===== config.mk =====
export PLATFORM = sky130hd
export DESIGN_NAME = s2p_converter_flat
export DESIGN_NICKNAME = d
export VERILOG_FILES = /design/src/rtl/s2p_pkg.sv /design/src/rtl/s2p_converter_if.sv /design/src/rtl/s2p_out_reg.sv /design/src/rtl/s2p_converter.sv /design/src/flat_wrapper.sv
export SDC_FILE = /design/constraint.sdc
export NUM_CORES = 1
export LEC_CHECK = 0
export BUFFER_PORTS_ARGS = -buffer_cell sky130_fd_sc_hd__buf_4
export CELL_PAD_IN_SITES_DETAIL_PLACEMENT = 1
export CELL_PAD_IN_SITES_GLOBAL_PLACEMENT = 1
export CORE_AREA = 2 2 39 41
export CTS_CLUSTER_SIZE = 30
export DETAILED_ROUTE_END_ITERATION = 10
export DIE_AREA = 0 0 41 43
export GPL_TIMING_DRIVEN = 0
export PLACE_DENSITY = 0.57
export SYNTH_ARGS = -nofsm -noshare
export SYNTH_HDL_FRONTEND = slang
export SYNTH_HIERARCHICAL = 1
export SYNTH_SLANG_ARGS = --single-unit

===== constraint.sdc =====
create_clock -name clk -period 1.2 [get_ports clk]
set_input_delay 0.12 -clock clk [delete_from_list [all_inputs] [get_ports clk]]
set_output_delay 0.12 -clock clk [all_outputs]
set_load 0.03 [all_outputs]

===== src/rtl/s2p_pkg.sv =====
// ============================================================================
// s2p_pkg: shared state encoding and width helper for the s2p/p2s link
// Rev 1.0
// ============================================================================
`default_nettype none

package s2p_pkg;

   typedef enum logic {
      FILL = 1'b0,
      HOLD = 1'b1
   } s2p_state_e;

   // Guarantees a counter at least one bit wide even for degenerate widths.
   function automatic int cnt_width(input int n);
      return (n > 2) ? $clog2(n) : 1;
   endfunction

endpackage

`default_nettype wire


===== src/rtl/s2p_converter_if.sv =====
// ============================================================================
// s2p_converter_if: serial input and parallel output handshakes of s2p_converter
// Rev 1.0
// ============================================================================
`default_nettype none

interface s2p_converter_if #(
   parameter int N = 4
) ();

   logic         ser_valid;
   logic         ser_data;
   logic         ser_ready;
   logic [N-1:0] par_data;
   logic         par_valid;
   logic         par_ready;

   modport master (
      output ser_valid,
      output ser_data,
      input  ser_ready,
      input  par_data,
      input  par_valid,
      output par_ready
   );

   modport slave (
      input  ser_valid,
      input  ser_data,
      output ser_ready,
      output par_data,
      output par_valid,
      input  par_ready
   );

endinterface

`default_nettype wire


===== src/rtl/s2p_out_reg.sv =====
// ============================================================================
// s2p_out_reg: parallel holding register with valid/ready for double buffering
// Rev 1.0
// ============================================================================
`default_nettype none

module s2p_out_reg #(
   parameter int N = 4
) (
   input  wire logic         clk,
   input  wire logic         rst,
   input  wire logic         clr,
   input  wire logic         load,
   input  wire logic [N-1:0] load_data,
   input  wire logic         take,
   output logic [N-1:0]      data,
   output logic              valid
);

   // A load coinciding with a take replaces the word and keeps valid high.
   always_ff @(posedge clk or posedge rst) begin
      if (rst) begin
         data  <= '0;
         valid <= 1'b0;
      end else if (clr) begin
         valid <= 1'b0;
      end else if (load) begin
         data  <= load_data;
         valid <= 1'b1;
      end else if (valid && take) begin
         valid <= 1'b0;
      end
   end

endmodule

`default_nettype wire


===== src/rtl/s2p_converter.sv =====
// ============================================================================
// s2p_converter: MSB-first serial to N-bit parallel converter
// Optional double-buffered output: define S2P_DOUBLE_BUF_EN. Rev 1.0
// ============================================================================
`default_nettype none

module s2p_converter
   import s2p_pkg::*;
#(
   parameter int N = 4
) (
   input wire logic       clk,
   input wire logic       rst,
   input wire logic       clr,
   s2p_converter_if.slave bus
);

   localparam int               CNT_W  = cnt_width(N);
   localparam logic [CNT_W-1:0] C_LAST = CNT_W'(N - 1);

   logic [N-1:0]     r_shift;
   logic [CNT_W-1:0] r_count;
   logic             w_ser_beat;
   logic             w_last_beat;
   logic [N-1:0]     w_shift_next;

   assign w_ser_beat   = bus.ser_valid && bus.ser_ready;
   assign w_last_beat  = w_ser_beat && (r_count == C_LAST);
   assign w_shift_next = {r_shift[N-2:0], bus.ser_data};

   always_ff @(posedge clk or posedge rst) begin
      if (rst) begin
         r_shift <= '0;
         r_count <= '0;
      end else if (clr) begin
         r_count <= '0;
      end else if (w_ser_beat) begin
         r_shift <= w_shift_next;
         r_count <= w_last_beat ? '0 : r_count + 1'b1;
      end
   end

`ifdef S2P_DOUBLE_BUF_EN

   logic w_out_valid;

   s2p_out_reg #(
      .N (N)
   ) u_out_reg (
      .clk       (clk),
      .rst       (rst),
      .clr       (clr),
      .load      (w_last_beat && !clr),
      .load_data (w_shift_next),
      .take      (bus.par_ready),
      .data      (bus.par_data),
      .valid     (w_out_valid)
   );

   // Stall only the final bit, and only while the previous word is still unclaimed.
   assign bus.ser_ready = !((r_count == C_LAST) && w_out_valid && !bus.par_ready);
   assign bus.par_valid = w_out_valid;

`else

   s2p_state_e r_state;
   s2p_state_e w_state_next;

   always_ff @(posedge clk or posedge rst) begin
      if (rst) begin
         r_state <= FILL;
      end else begin
         r_state <= w_state_next;
      end
   end

   always_comb begin
      w_state_next = r_state;
      if (clr) begin
         w_state_next = FILL;
      end else begin
         case (r_state)
            FILL:    if (w_last_beat)   w_state_next = HOLD;
            HOLD:    if (bus.par_ready) w_state_next = FILL;
            default: w_state_next = FILL;
         endcase
      end
   end

   assign bus.ser_ready = (r_state == FILL);
   assign bus.par_valid = (r_state == HOLD);
   assign bus.par_data  = r_shift;

`endif

endmodule

`default_nettype wire


===== src/flat_wrapper.sv =====
// flat-port wrapper written by rule: the top's interface ports become plain ports
module s2p_converter_flat import s2p_pkg::*;
#(
   parameter int N = 4
)
  (clk, rst, clr, bus_ser_valid, bus_ser_data, bus_ser_ready, bus_par_data, bus_par_valid, bus_par_ready);
  s2p_converter_if #(.N(N)) bus_i ();
  input wire logic clk;
  input wire logic rst;
  input wire logic clr;
  input wire logic [$bits(bus_i.ser_valid)-1:0] bus_ser_valid;
  input wire logic [$bits(bus_i.ser_data)-1:0] bus_ser_data;
  output wire logic [$bits(bus_i.ser_ready)-1:0] bus_ser_ready;
  output wire logic [$bits(bus_i.par_data)-1:0] bus_par_data;
  output wire logic [$bits(bus_i.par_valid)-1:0] bus_par_valid;
  input wire logic [$bits(bus_i.par_ready)-1:0] bus_par_ready;
  assign bus_i.ser_valid = bus_ser_valid;
  assign bus_i.ser_data = bus_ser_data;
  assign bus_ser_ready = bus_i.ser_ready;
  assign bus_par_data = bus_i.par_data;
  assign bus_par_valid = bus_i.par_valid;
  assign bus_i.par_ready = bus_par_ready;
  s2p_converter #(.N(N)) u_core (.clk(clk), .rst(rst), .clr(clr), .bus(bus_i));
endmodule

Yosys cells after proc, flatten, opt, wreduce, memory -nomap -nowiden
Cells that the tools add are included.
{"block": "word_totals", "register_bits": 7, "wordCells": 18}
{"block": "classes", "add_sub_neg": 1, "n_eq_ne": 1, "bitwise_logic": 2, "n_reduce_logical": 4, "muxes": 7}
{"cell": "$mux 2", "count": 3}
{"cell": "$mux 1", "count": 3}
{"cell": "$add 2x1->2 const B", "count": 1}
{"cell": "$eq 2x2->1 const B", "count": 1}
{"cell": "$logic_and 1x1->1", "count": 2}
{"cell": "$not 1->1", "count": 2}
{"cell": "$pmux 1 s2", "count": 1}
{"cell": "$reduce_and 2->1", "count": 1}
{"cell": "$reduce_bool 2->1", "count": 1}

Longest topological paths before layout
{"block": "logic_depth", "depth_word": 6, "ltp_mapped": 4, "depth_no_buf": 4}

Least setup slack after synthesis
Ideal clock, no wire load.
{"block": "synth_timing", "kind": "flip-flop to flip-flop", "start": "register u_core.r_state, in the netlist u_core/bus.par_valid", "end": "register u_core.r_shift[0], in the netlist u_core/bus.par_data[0]", "path_stages_with_launch": 4, "slack_ps": -135, "arrival_ps": 1210, "required_ps": 1075, "cell_sequence": "dfrtp_1 -> nor2b_4 -> nor2b_4 -> mux2_2"}
{"block": "synth_between", "elab_chain_cells": 3}
{"element": "start, declared", "line": "s2p_converter.sv:66", "text": "s2p_state_e r_state;"}
{"element": "start signal, assigned", "line": "s2p_converter.sv:73", "text": "r_state <= w_state_next;"}
{"element": "$not 1->1", "line": "s2p_converter.sv:90", "text": "assign bus.ser_ready = (r_state == FILL);"}
{"element": "$logic_and 1x1->1", "line": "s2p_converter.sv:27", "text": "assign w_ser_beat = bus.ser_valid && bus.ser_ready;"}
{"element": "$reduce_and 2->1 (no line)"}
{"element": "end signal, assigned", "line": "s2p_converter.sv:38", "text": "r_shift <= w_shift_next;"}
{"element": "end, declared", "line": "s2p_converter.sv:21", "text": "logic [N-1:0] r_shift;"}
No other way between the ends.
A chain may end at the register's enable or synchronous reset.

Worst setup path after layout
{"block": "layout_timing", "start": "register u_core.r_state, in the netlist u_core/bus.par_valid", "end": "register u_core.r_shift[1], in the netlist u_core/bus.par_data[1]"}
Same word-level chain as after synthesis.

==> impl_metrics.toml <==
[status]
status = "complete, but fails checks"
failed_checks = "negative setup slack"

[setup_path]
critPathLaunchType = "flip-flop"
crit_top_cell = "nor2b_4"
crit_fanout = 4
path_cells = "nor2b_4 > nor2b_4 > mux2_4"
critPathMaxStageDelay_ns = 0.42
required_ns = 1.32
critPathCaptureType = "flip-flop"
critPathSlowestCell = "dfrtp_2"
critPathArrivalTime_ns = 1.33
critPathKind = "flip-flop to flip-flop"

[die]
ios = 12
rows = 14
coreArea_mm2 = 0.001384
start_util_pct = 22.78
die_area_mm2 = 0.001763
die_h_um = 43
die_x_um = 41

[synth]
synth-seq-cells = 7
avgSynthCellArea_um2 = 13.14
synth_warnings = 6
synth_top_family_by_area = "multiplexers"
synth_nets = 31
synthMuxAreaShare_pct = 20.63
synth_fa_ha_area_share_pct = 3.968
synthDistinctLibCells = 9
synth_xor_area_share_pct = 0
yosys.area_share.simple_pct = 15.48
synth_compound_area_share_pct = 1.984
synth_seq_area_share_pct = 55.56
synthCells = 24
syn-cell-area_um2 = 315.3

[clock_network]
clockRootBuffer = "clkbuf_4"
clk_pin_slew_ns = 0.05
h-tree-depth = 1
clk_latency_ns = 0.24
cts_tree = "done"
clock_sinks = 7
numCtsBuffers = 3
clockBufferDepth = 2

[global_route]
grt_first_pass_wirelength_mm = 1.055
grt_usage_pct = 8.731
overflow = 0
grt_max_degree = 8
antenna_found_initial = 0
grt_pass1_vias = 264

[power_and_ir_drop]
swShare_pct = 31.21
seqPwrFrac_pct = 40.0
p_sw_uw = 247.0
combPwrFrac_pct = 34.1
vdd_ir_drop_max_uv = 927.7
powerDensity_mw_per_mm2 = 1593
leakage_nw = 0.2580
p_int_uw = 544.4
p_clk_share_pct = 25.9

[finish]
diodes = 0
nets = 51
seq_area_um2 = 176.4
syn_to_final_growth_pct = 57.54
final_cell_mix = "buf_4, dfrtp_1, mux2_4, nor2_1, clkbuf_4"
multiInputGateArea_um2 = 147.6
nFillCells = 157
layout_commonest_cell = "buf_4"
design_area_um2 = 496.7
drive_gt1_share_pct = 55.81

[flow_run]
cap_violations = 0

[drt]
vias_per_cell = 4.203
dr.pass1.iters = 1
ant_nets = 0
drtIter0Drc = 0
routed_wl_um = 666
wl_per_cell_um = 11.29
vias = 248
drcViolationCount = 0

[timing]
fin_skew_ns = 0.003148
final_hold_viol_count = 0
tightest_slew_ns = 0.2621
rsz0062_at_grt = "yes"
drv_slew = 0
fmax_ghz = 0.8247
fin_tns_setup_ns = -0.04166
timing.final.ws_setup_ns = -0.01257
period_share_pct = 101.0
setup_viol = 4
worst_slew_margin_rel_pct = 82.50
finalCriticalPeriod_ns = 1.213

[place]
gp_congestion = 0.5252
port_buffers = 11
dp_hpwl_um = 491.4
dpl_cell_area_um2 = 419.2

[hold_path]
hold_path_class = "primary input to flip-flop"
[critical path: cells and delay by family, from the launching register on]
kind | cells | cell delay, ns
mux | 1 | 0.32
simple gates | 2 | 0.35
flops | 1 | 0.42
[metrics by stage]
| stage | cells | utilization (%) | power (mW) | setup slack, ns | hold slack [ns] |
|---|---|---|---|---|---|
| final | 59 | 35.90 | 0.7914 | -0.01257 | 0.07685 |
| after detailed placement | 51 | 30.29 | 0.5543 | -0.07099 | 0.07480 |
| after global placement | 51 | 30.29 | 0.5489 | -0.03947 | 0.06763 |
| after CTS | 58 | 34.00 | 0.7756 | -0.01078 | 0.07451 |
| after global routing | 59 | 35.90 | 0.8461 | -0.04134 | 0.07357 |
| after floorplan | 24 | - | 0.4570 | -0.07709 | -0.07667 |
[synthesized netlist by cell type (all sizes together)]
cell / instances / share of area [%]
mux2: 4 / 14
nor2: 4 / 4.8
a31oi: 1 / 2.0
inv: 2 / 2.4
nor2b: 3 / 11
mux2i: 2 / 6.3
ha: 1 / 4.0
dfrtp: 7 / 56
[power by group through the flow]
| stage | Sequential, mW | Combinational, mW | Clock (mW) |
|---|---|---|---|
| final | 0.317 | 0.270 | 0.205 |
| after global routing | 0.325 | 0.283 | 0.239 |
| after CTS | 0.315 | 0.246 | 0.215 |
| after detailed placement | 0.316 | 0.238 | 0 |
| after global placement | 0.315 | 0.234 | 0 |
| after floorplan | 0.393 | 0.0643 | 0 |
[flip-flops by register name, summed over array words and instances, names as in the netlist]
| register | count |
|---|---|
| u_core/bus.par_data | 4 |
| u_core/bus.par_valid | 1 |
| u_core/r_count | 2 |
[final cells by class]
class | instances | area share [%]
inverters | 2 | 1.511
well taps | 16 | 4.030
multi-input cells | 15 | 29.72
repair buffers | 15 | 23.93
clock buffers | 4 | 5.290
flip-flops and latches | 7 | 35.52
[worst paths after layout]
path,from,depth (start not counted),slack [ns],endpoint
setup / recovery,u_core/bus.par_valid,3,-0.01,u_core/bus.par_data[1]
hold / removal,clr,2,0.08,u_core/r_count[1]
setup reg to reg,u_core/bus.par_valid,3,-0.01,u_core/bus.par_data[1]
hold reg to reg,u_core/r_count[1],2,0.53,u_core/r_count[1]
max in group asynchronous,rst,3,0.61,u_core/bus.par_valid
min in group asynchronous,rst,3,0.36,u_core/bus.par_data[2]
[kinds of logic after synthesis]
| logic type | after synthesis |
|---|---|
| multiplexers | 6 |
| flip-flops | 7 |
| buffers and inverters | 2 |
| AO/OA/AOI/OAI | 1 |
| AND/OR/NAND/NOR | 7 |
| adder cells (fa/ha/maj) | 1 |
[metal layers]
metal  wire, µm  share of wire (%)  GRT usage (%)  vias to the layer above
met5          0                  0              0                        -
met4          0                  0          2.000                        0
met1        254                 38          9.000                      118
met2        344                 52          15.31                       11
li1           -                  -              -                      119
met3         66                9.9          3.665                        0
[timing repair]
| action | CTS | global route |
|---|---|---|
| hold buffers | 1 | 0 |
| pin swaps | 0 | 0 |
| setup endpoints to repair | 4 | 5 |
| buffers inserted | 2 | 1 |
| hold endpoints to repair | 7 | 0 |
| resized for setup | 0 | 5 |
Power figures use the tool's default switching activity.
